<file path="src/rtl/blinky_led.sv">
// Free-running LED blinker: a CBITS-wide up-counter whose MSB drives the LED,
// giving a 50% duty square wave with a period of 2^CBITS clocks.
`timescale 1ns/1ps
module blinky_led #(
   parameter int CBITS          = 26,
   parameter bit LED_ACTIVE_LOW = 1'b0
) (
   input  logic             i_clk,
   input  logic             i_rst_n,
   output logic             o_led,
   output logic             o_wrap,
   output logic [CBITS-1:0] o_count
);

   if (CBITS < 2 || CBITS > 32) begin : g_bad_cbits
      $fatal(1, "blinky_led: CBITS=%0d outside legal range 2..32", CBITS);
   end

   localparam logic [CBITS-1:0] CNT_ONE  = CBITS'(1);
   localparam logic [CBITS-1:0] CNT_LAST = '1;

   logic [CBITS-1:0] cnt;

   // The increment is exactly CBITS wide, so all-ones rolls straight to zero.
   always_ff @(posedge i_clk or negedge i_rst_n) begin
      if (!i_rst_n) begin
         cnt <= '0;
      end else begin
         cnt <= cnt + CNT_ONE;
      end
   end

   // LED comes from a single register bit so it cannot glitch.
   assign o_count = cnt;
   assign o_led   = cnt[CBITS-1] ^ LED_ACTIVE_LOW;
   assign o_wrap  = (cnt == CNT_LAST);

endmodule

</file>
<file path="config.mk">
export PLATFORM = sky130hd
export DESIGN_NAME = blinky_led
export DESIGN_NICKNAME = d
export VERILOG_FILES = /design/src/rtl/blinky_led.sv
export SDC_FILE = /design/constraint.sdc
export NUM_CORES = 1
export LEC_CHECK = 0
export BUFFER_PORTS_ARGS = -buffer_cell sky130_fd_sc_hd__buf_2
export CORE_UTILIZATION = 48
export CTS_BUF_LIST = sky130_fd_sc_hd__clkbuf_8
export DETAILED_ROUTE_END_ITERATION = 7
export PLACE_DENSITY_LB_ADDON = 0.15
export SLEW_MARGIN = 20
export SYNTH_ARGS = -nofsm -noshare
export SYNTH_HDL_FRONTEND = slang
export SYNTH_SLANG_ARGS = --single-unit
</file>
<file path="constraint.sdc">
create_clock -name i_clk -period 1.59 [get_ports i_clk]
set_clock_uncertainty 0.2 [all_clocks]
set_input_delay 0.2385 -clock i_clk [delete_from_list [all_inputs] [get_ports i_clk]]
set_output_delay 0.2385 -clock i_clk [all_outputs]
set_load 0.02 [all_outputs]
</file>
Word level (Yosys, flattened, before mapping). Index checks and enable logic that the tools add are counted.

Bits in registers: 26. Bits of input ports: 2. Output and inout port bits: 28. Logic and storage cells: 3.

Add/subtract/negate cells: 1. Eq/ne operators: 1.

Operator list (count): adder 26 x 1 -> 26 bit (second input constant) (1); == test 26 bit (second input constant) (1).

Logic depth before layout (Yosys ltp). Gate-level depths: netlist of run 1.

Word-level depth: 1. Mapped depth: 5. Mapped depth without buffers: 5.

Worst setup path before layout of run 1. OpenSTA, ideal clock, no wires.

Kind: register to output. From: reg cnt[0], in the netlist o_count[0]. To: out o_wrap. Arrival time: 1.434 ns. Slack: -0.282 ns. Cell stages (with the launch flop): 5. Cell sequence: dfrtp_1 ha_1 nand4_1 nor3_1 and4_1.

Cells in the longest elaborated chain, start to end: 1.

Ends and longest elaborated chain: start, declared (RTL line 22) `logic [CBITS-1:0] cnt;`; start signal, assigned (RTL line 29) `cnt <= cnt + CNT_ONE;`; == test 26 bit (RTL line 36) `assign o_wrap = (cnt == CNT_LAST);`; end, declared (RTL line 11) `output logic o_wrap,`.

No other way between the ends.

Worst setup path after layout of run 1.
From: reg cnt[17], in the netlist o_count[17]. To: out o_wrap.

The elaborated chain is that of the path after synthesis.

==> results of run 1 <==
area by class of cell:
| type | count | area [µm²] |
|---|---|---|
| clock inverter | 1 | 30.0 |
| fill | 124 | 345 |
| tap | 28 | 35.0 |
| clock buffer | 3 | 41.3 |
| sequential | 26 | 664 |
| timing repair buffer | 67 | 468 |
| inverter | 2 | 7.51 |
| multi-input combinational | 69 | 642 |
power groups by stage:
stage | logic, mW | clock network [mW] | registers (mW)
global placement | 0.0138 | 0 | 0.674
CTS | 0.0163 | 0.550 | 0.660
floorplan | 0.000000198 | 0 | 0.674
detailed placement | 0.0145 | 0 | 0.674
finish | 0.0152 | 0.551 | 0.660
global route | 0.0183 | 0.579 | 0.661
final timing paths:
kind / startpoint / slack, ns / cells after the start / endpoint
max: o_count[17] / -0.40 / 4 / o_wrap
min: i_rst_n / 0.30 / 2 / o_count[15]
max reg2reg: o_count[0] / -0.11 / 6 / o_count[18]
min reg2reg: o_count[8] / 0.31 / 1 / o_count[8]
max in group asynchronous: i_rst_n / 0.48 / 2 / o_count[10]
min in group i_clk: o_count[8] / 0.31 / 1 / o_count[8]
metrics by stage:
stage	worst slack [ns]	utilization [%]	std cells	area [µm²]	TNS, ns
floorplan	-0.150	-	98	1190	-0.414
detailed placement	-0.155	71.6	185	1600	-0.972
finish	-0.405	84.5	196	1890	-0.856
CTS	-0.384	80.1	193	1790	-1.73
global route	-0.490	84.5	196	1890	-2.01
global placement	-0.113	71.6	185	1600	-0.455
placed cells by master, fill, tap and decap left out, types with 4 or more instances in the layout:
cell     Yosys  routed
nand4_1      5       5
xnor2_1     14      10
buf_6        0       8
xnor2_2      0       4
dfrtp_1     26      15
buf_4        1      31
nand2_1      8       7
dfrtp_2      0      11
nand3_1      9       5
xor2_1      10      10
buf_2        0      27
nor2_1       7       5
critical path: cells and delay by family, from the launching register on:
kind / cells / cell delay, ns
flip-flops: 1 / 0.37
AND/OR/NAND/NOR: 3 / 0.79
buffers and inverters: 1 / 0.12
kinds of logic after synthesis:
| logic type | Yosys count | synth area share (%) |
|---|---|---|
| buf+inv | 3 | 1.30 |
| simple gates | 44 | 23.1 |
| xor+xnor | 24 | 18.2 |
| flops | 26 | 56.3 |
| fa+ha+maj | 1 | 1.08 |
routing by layer:
| layer | vias to the layer above | part of all wire, % | track usage [%] |
|---|---|---|---|
| met2 | 27 | 50 | 40.4 |
| met5 | - | 0 | 0 |
| met3 | 8 | 2.9 | 2.08 |
| met1 | 483 | 44 | 27.5 |
| met4 | 0 | 2.8 | 9.26 |
| li1 | 482 | - | - |
repair_timing:
| item | 4_1_cts | 5_1_grt |
|---|---|---|
| setup buffers | 8 | 6 |
| hold endpoints to repair | 26 | 0 |
| pin swaps | 22 | 12 |
| setup endpoints to repair | 15 | 18 |
| hold buffers | 1 | 0 |
| resized for setup | 19 | 15 |
==> impl.org, run 1 <==
** Cells and area
- Number of flip-flops under the largest register name :: 26
- Antenna Diode Count :: 0
- Fraction of final layout cells sized beyond drive strength 1 :: a little over three fifths
- Net total in the final layout :: roughly 170
- Layout area overhead :: 63.5%

** Timing
- Hold violation total from the final report :: 0
- The routed design could run at a clock period as short as roughly 2 ns.
- Max-slew violations :: 0
- Maximum achievable frequency :: 501 MHz
- Final hold analysis gives a worst-case slack of just under 0.3 ns.
- RSZ-0062 raised after global routing :: yes
- The worst path uses 125% of the clock period.
- For the pin with the worst max-slew slack, the measured transition is roughly 0.6 ns.
- PnR worst setup slack :: -0.405 ns
- Headroom to the max-slew limit came out at ~61%.
- Setup violations remaining at the end of the flow were counted as 14.

** Synthesis
- Ys async rst share :: 100%
- Yosys cell types :: 19
- The number of nets in the synthesized netlist is roughly 100.
- Synth warnings :: 0
- Mean area per synthesized cell :: 11.8 µm²
- Post-Syn Area :: approximately 1200 µm²
- The synthesized design devotes to its leading area cell type 56.3% of total area.
- Counting every instance in the synthesized netlist gives 98.
- List of most frequent post-synthesis cells :: 26 x dfrtp_1, 14 x xnor2_1, 10 x xor2_1, 9 x nand3_1, 8 x nand2_1
- In the post-synthesis netlist, the biggest area contributors are dfrtp_1 56%, xnor2_1 11%, xor2_1 7.6%.
- After synthesis the netlist holds a flip-flop and latch count of 26.
- Most frequent cell after synthesis :: dfrtp_1
- Of the synthesized area, sequential elements account for between 50 and 60%.
- EDFF count, synth :: 0
- Top FF cell, synth :: dfrtp_1
- Synth area leader :: dfrtp_1

** Clocking
- Total number of clock tree sinks :: 26
- Clock slew at the register clock pins of the worst setup and hold paths :: roughly 0.09 ns
- Source-to-sink clock delay at the later pin of the worst-skew pair :: ~0.27 ns
- In this run the clock root is driven by a clkbuf_8.
- TritonCTS built the clock tree.
- In this run, CTS created clock tree buffers numbering 3.
- CTS max path bufs :: 2
- In this run the number of H-tree levels came out at 1.

** Run status
- The run finished, with violations left.
- The final reports fail on negative setup slack.

** Critical path
- Of all nets on the critical path, the largest fanout is 3.
- Data arrival at the endpoint of the critical path :: 1.56 ns
- Required time at the endpoint of the critical path :: approximately 1.2 ns
- The worst setup path is captured at an output port.
- On the worst path, the slowest cell contributes a delay of about 0.37 ns.
- STA classifies the critical path startpoint as a flop.
- Max stage delay cell, worst path :: dfrtp_1
- The critical path is of the flop to output port type.
- Cell-by-cell listing of the critical path :: nand4_1 > nor4_2 > and4_4 > buf_6

** Floorplan
- Starting utilization of the core area :: 51.7%
- Number of rows created at floorplan :: 17
- Number of ports placed on the die boundary :: 30
- The die covers around 2600 µm².
- Core region area :: ~2200 µm²
- Measured along the x axis, the die boundary spans 51.1 µm.
- Die Ht :: approximately 51 µm

** Detailed routing
- Total number of vias :: 1000
- The first TritonRoute pass finished after 4 iterations.
- Number of routed nets with antenna violations :: 0
- For this block, the initial DRC count from the detailed router was 4.
- Number of remaining DRC errors :: 0
- Routed via count divided by cell count :: slightly above 5
- For this block, the routed nets add up to between 2000 and 3000 µm of wire.
- Dividing the detail-routed wire length by the instance count gives 14.1 µm.

** Pwr
- The worst-case IR drop observed on VDD is roughly 500 µV.
- In this run switching power makes up between 10% and 20% of total power.
- In this run, the combinational gates consume approximately 1.2% of the power.
- Net switching power :: between 0.2 and 0.25 mW
- The analysis attributes to cell leakage a power of 1.00 nW.
- The design draws roughly 1.2 mW.
- Int Power :: around 1.0 mW
- Pwr per Cell Area :: around 650 nW/µm²
- Clock group share of total power :: 44.9%
- Sequential group share of total power :: between 50% and 60%

** Global route
- Global router's overall resource usage :: between 20 and 25%
- Entering global routing, the biggest net connects 27 pins.
- The via count of the first global-routing pass was between 900 and 1000.
- First-pass GRT wire length :: roughly 4400 µm
- The number of antenna violations at the first check in global routing is 0.
- Total global routing overflow :: 0

** Placement
- Input and output buffers added on the ports amount to 29.
- Half-perimeter wire length after detailed placement :: around 1800 µm
- Placer Congestion :: around 0.75

** Min path
- The worst hold path belongs to the class input port to async pin.

** Job
- Across the run, the number of max-cap violations was 0.
Note: power is estimated with default switching activity, not from simulation.
==> run 2: changes to the inputs <==
--- a/config.mk
+++ b/config.mk
@@ -5,7 +5,7 @@
 export SDC_FILE = /design/constraint.sdc
 export NUM_CORES = 1
 export LEC_CHECK = 0
-export BUFFER_PORTS_ARGS = -buffer_cell sky130_fd_sc_hd__buf_2
+export BUFFER_PORTS_ARGS = -buffer_cell sky130_fd_sc_hd__buf_4
 export CORE_UTILIZATION = 48
 export CTS_BUF_LIST = sky130_fd_sc_hd__clkbuf_8
 export DETAILED_ROUTE_END_ITERATION = 7
==> constraint.sdc (replaced) <==
create_clock -name i_clk -period 1.59 [get_ports i_clk]
set_clock_uncertainty 0.2 [all_clocks]
set_input_delay 0.2385 -clock i_clk [delete_from_list [all_inputs] [get_ports i_clk]]
set_output_delay 0.2385 -clock i_clk [all_outputs]
set_load 0.1 [all_outputs]
==> run 2 against run 1 <==
Area after synthesis unchanged. The run now fails in global routing (5_1_grt). Synthesized cell count unchanged.
==> impl.org, run 2 <==
** Synthesis
- The combinational family with the most area after synthesis is simple AND/OR/NAND/NOR gates (unchanged).
- The post-synthesis mux area share came to 0% (unchanged).
- Share of the synthesized netlist area taken by xor and xnor gates :: 18.2% (unchanged)
- Sequential area share after synthesis :: 56.3% (unchanged)
- Synth area leader :: dfrtp_1 (unchanged)
- The async set or reset register ratio after synthesis was 100% (unchanged).
- Most frequent cell after synthesis :: dfrtp_1 (unchanged)
- Post-Syn Area :: 1150 µm² (unchanged)
- Fraction of the mapped netlist area in simple logic gates :: 23.1% (unchanged)
- Area share of fa/ha/maj cells after synthesis :: 1.08% (unchanged)
- EDFF count, synth :: 0 (unchanged)
- The count of unique library cells instantiated by Yosys was 19 (unchanged).
- The register bit total from synthesis came to 26 (unchanged).
- The per-instance average area after synthesis was 11.8 µm² (unchanged).
- List of most frequent post-synthesis cells :: 26 x dfrtp_1, 14 x xnor2_1, 10 x xor2_1, 9 x nand3_1, 8 x nand2_1 (unchanged)
- Top FF cell, synth :: dfrtp_1 (unchanged)
- The fraction of post-synthesis cell area in the top cell type by area was 56.3% (unchanged).
- Cell types with the largest area share after synthesis :: dfrtp_1 56%, xnor2_1 11%, xor2_1 7.6% (unchanged)
- Compound-cell area share of the yosys netlist :: 0% (unchanged)
- The synthesized netlist net count is 101 (unchanged).
- The Yosys warning count is 0 (unchanged).
- The count of mapped cells out of synthesis was 98 (unchanged).

** Floorplan
- The initial core utilization is 51.7% (unchanged).
- Die Ht :: 51.1 µm (unchanged)
- Number of rows created at floorplan :: 17 (unchanged)
- The number of I/O pins is 30 (unchanged).
- Die width :: 51.1 µm (unchanged)

** Clocking
- The number of buffers on the longest clock path was 2 (unchanged).
- Total number of clock tree sinks :: 26 (unchanged)
- Root buffer cell :: clkbuf_8 (unchanged)
- CTS Buf Count :: 3 (unchanged)
- The maximum level of the CTS H-tree is 1 (unchanged).

** Run status
- Stage where the flow stopped :: global routing (5_1_grt)
- Result of the run: aborted with a tool error (was complete, but fails checks).
- The first error in the log reads "[ERROR DPL-0038] Utilization greater than 100%, impossible to legalize".

** Global route
- Entering global routing, the biggest net connects 27 pins.

** Placement
- The number of buffers inserted by port buffering is 29 (unchanged).
- Post-Place Worst Slack :: -0.263 ns (was -0.155 ns)
- Placer Congestion :: 0.812 (was 0.749)
- Half-perimeter wire length after detailed placement :: 2030 µm (was 1840 µm)
- Number of cells in the design after placement :: 190 (was 185)

** Timing
- After the last repair the worst path ends at a primary output.
- Worst endpoint from the post-global-route timing repair :: o_wrap
[run 2: cell counts after synthesis]
No cell type changed its count.
[run 2: what timing repair did]
action,4_1_cts
hold buffers,1
setup buffers,4
hold endpoints to repair,26
pin swaps,15
resized for setup,44
endpoints found under the setup margin,30
[run 2: cell families after synthesis]
kind of cell,Yosys count
adders and majority gates,1
xor gates and xnor gates,24
buffers and inverters,3
and+or+nand+nor,44
DFF,26
[run 2: stage by stage]
stage	instance area [µm²]	TNS, ns
3_3_place_gp	1770	-1.13
4_1_cts	2080	-1.63
3_5_place_dp	1770	-1.48
2_1_floorplan	1260	-4.42
==> run 3: changes to the inputs <==
--- a/config.mk
+++ b/config.mk
@@ -6,9 +6,9 @@
 export NUM_CORES = 1
 export LEC_CHECK = 0
 export BUFFER_PORTS_ARGS = -buffer_cell sky130_fd_sc_hd__buf_4
-export CORE_UTILIZATION = 48
-export CTS_BUF_LIST = sky130_fd_sc_hd__clkbuf_8
+export CORE_AREA = 2 2 63 65
 export DETAILED_ROUTE_END_ITERATION = 7
+export DIE_AREA = 0 0 65 67
 export PLACE_DENSITY_LB_ADDON = 0.15
 export SLEW_MARGIN = 20
 export SYNTH_ARGS = -nofsm -noshare
==> constraint.sdc (replaced) <==
create_clock -name i_clk -period 2.1 [get_ports i_clk]
set_clock_uncertainty 0.2 [all_clocks]
set_input_delay 0.315 -clock i_clk [delete_from_list [all_inputs] [get_ports i_clk]]
set_output_delay 0.315 -clock i_clk [all_outputs]
set_load 0.1 [all_outputs]
==> run 3 against run 2 <==
The flow now finishes, with violations (negative setup slack).
==> impl.org, run 3 (same netlist as run 1, synthesis figures left out) <==
** Pwr
- Net switching power :: 0.164 mW
- Dividing total power by cell area gives a power density of about 550 nW/µm².
- The internal power of the cells totals about 0.76 mW.
- Sequential group share of total power :: 54.2%
- Net switching is ~18% of the power.
- In this run, the combinational gates consume around 1.3% of the power.
- Peak supply drop :: between 200 and 250 µV
- The clock network is responsible for between 40 and 50% of the overall power.
- In this run the static leakage power is just under 0.8 nW.

** Cells and area
- The library cell used most frequently in the layout, excluding fill and tap cells, is buf_4.
- Antenna Diode Count :: 0
- Net total in the final layout :: between 100 and 150
- Most used cells in the layout excluding fill and tap cells :: 39 x buf_4, 15 x dfrtp_2, 14 x xnor2_1
- Cells with a size suffix above 1 make up between 50% and 60% of the layout.
- The filler cells instantiated in the layout total 333.
- Final cell area excluding filler cells :: between 1500 and 2000 µm²
- Register Area :: 703 µm²
- Area taken by multi-input logic gates :: ~520 µm²
- The register with the most flip-flops in the layout has 26 of them.
- Layout area overhead :: 46.3%

** Timing
- Counting I/O delays and the setup requirement, the final critical path takes between 2 and 2.5 ns.
- RSZ-0062 raised after global routing :: yes
- Dividing the final minimum period by the clock period gives 103%.
- Final setup TNS :: -0.0656 ns
- Setup slack on the critical path of the routed design comes to -0.0656 ns.
- The number of max-slew violations in the final report was 0.
- Static timing analysis puts the maximum clock frequency at roughly 460 MHz.
- Hold violation total from the final report :: 0
- Total setup violations reported at the end of the flow :: 1
- Actual slew at the worst max-slew pin :: ~0.47 ns
- Headroom to the max-slew limit came out at between 60 and 70%.

** Placement
- # port buffers :: 29 (unchanged)
- The post-place instance area is 1540 µm² (was 1770 µm²).
- Half-perimeter wire length after detailed placement :: 1720 µm (was 2030 µm)
- The global placement routability congestion was 0.719 (was 0.812).
- Post-Place Worst Slack :: 0.0913 ns (was -0.263 ns)

** Floorplan
- The core region is around 3600 µm².
- Total Die Area :: around 4400 µm²
- The number of placement rows is 22 (was 17).
- Die Ht :: 67 µm (was 51.1 µm)
- Number of ports placed on the die boundary :: 30 (unchanged)
- Die width :: 65 µm (was 51.1 µm)
- The initial core utilization was 32.0% (was 51.7%).

** Run status
- Result of the run :: complete, but fails checks (was aborted with a tool error)
- The final reports fail on negative setup slack.

** Critical path
- Traced cell by cell, the critical path runs through nand4_1 > nor4_4 > and4_4 > buf_12.
- The critical path in this run is classified as flop to output port.
- Max stage delay cell, worst path :: dfrtp_4
- Startpoint Class :: flop
- Delay-heaviest family, CP :: simple AND/OR/NAND/NOR gates
- CP Max Fanout :: 5
- Endpoint kind of the worst setup timing path :: output port
- The worst register-to-register path begins at o_count[0].
- Required time at the endpoint of the critical path :: ~1.6 ns
- For the worst flop-to-flop path, the logic depth is 5.
- Critical Path Max Stage Delay :: between 0.4 and 0.5 ns
- Minimum setup slack among reg-to-reg paths :: roughly 0.23 ns
- Data arrival at the endpoint of the critical path :: 1.65 ns
- Endpoint of the most critical register-to-register path :: o_count[25]
- Count of buffering cells on the critical path with inverters included :: 1

** Job
- Max-capacitance violation count :: 0

** Global route
- The via count of the first global-routing pass is ~900.
- Total global routing overflow :: 0
- In the global route stage, overall resource usage came out at approximately an eighth.
- Met1 Usage GRT :: approximately 15%
- Pin count of the biggest net entering global routing :: 27
- The number of antenna violations at the first check in global routing is 0.
- For this run, global-route usage on met3 was measured as between 2 and 3%.
- The first global-routing pass estimated approximately 4100 µm of wire.
- Met2 layer usage reported by global route :: a little over a fifth
- In this run the most used layer during global routing was met2.

** Clocking
- The number of sinks on the clock net is 26 (unchanged).
- After clock tree synthesis, the clock-pin slew on the worst setup and hold paths is 0.10 ns.
- TritonCTS built the clock tree.
- The TritonCTS buffer count was 3 (unchanged).
- Source-to-sink clock delay at the later pin of the worst-skew pair :: about 0.27 ns
- The number of buffers on the longest clock path came to 2 (unchanged).
- Root buffer cell :: clkbuf_8 (unchanged)
- CTS H-tree lvls :: 1 (unchanged)

** Detailed routing
- Number of remaining DRC errors :: 0
- Total detailed-routing wirelength :: 2410 µm
- Routed via count divided by cell count :: 4.57
- Number of routed nets with antenna violations :: 0
- Routed wire length per instance :: about 13 µm
- The routed layout has approximately 870 vias.
- 1st-iter DRT viols :: 25
- Initial DRT Pass Iterations :: 6

** Min path
- Type of the worst min-delay path :: input port to async pin
[run 3: through the flow]
step	power [mW]	std cells	utilization [%]	hold slack (ns)
after floorplan	0.510	98	-	-0.181
after global placement	0.522	179	42.6	0.0469
after detailed placement	0.522	179	42.6	0.0492
after CTS	0.941	189	46.4	0.284
after global routing	0.956	190	46.8	0.311
final	0.921	190	46.8	0.278
[run 3: what timing repair did]
item                                   in CTS  in global routing
gates resized for setup                     4                  1
buffers inserted                            5                  1
hold buffers                                1                  0
setup endpoints to repair                   1                  1
endpoints found under the hold margin      26                  0
pin swaps                                   4                  2
[run 3: layer usage]
metal / wire [µm] / part of all wire (%)
met1: 1070 / 44
met2: 1190 / 49
met3: 131 / 5.4
met4: 23 / 0.95
met5: 0 / 0
[run 3: how the worst max path moves through the flow]
stage / startpoint / end / slack [ns] / cells after the start
2_1_floorplan: o_count[0] / o_wrap / -0.05 / 4
3_5_place_dp: o_count[16] / o_wrap / 0.09 / 4
4_1_cts: o_count[1] / o_wrap / -0.06 / 5
3_3_place_gp: o_count[13] / o_wrap / 0.11 / 4
6_report: o_count[17] / o_wrap / -0.07 / 4
5_1_grt: o_count[17] / o_wrap / -0.18 / 4
[run 3: cell type report]
cell class                 count  share of cell area (%)
multi-input combinational     69                    31.0
clock buffer                   3                    2.44
sequential                    26                    41.6
timing repair buffer          41                    19.1
tap                           48                    3.56
clock inverter                 1                    1.78
inverter                       2                   0.444
[run 3: power by group through the flow]
stage,Combinational (mW),Clock (mW),Sequential (mW)
floorplan,0.000000198,0,0.510
global placement,0.0117,0,0.510
detailed placement,0.0119,0,0.510
CTS,0.0133,0.428,0.500
global route,0.0147,0.442,0.500
finish,0.0121,0.410,0.500
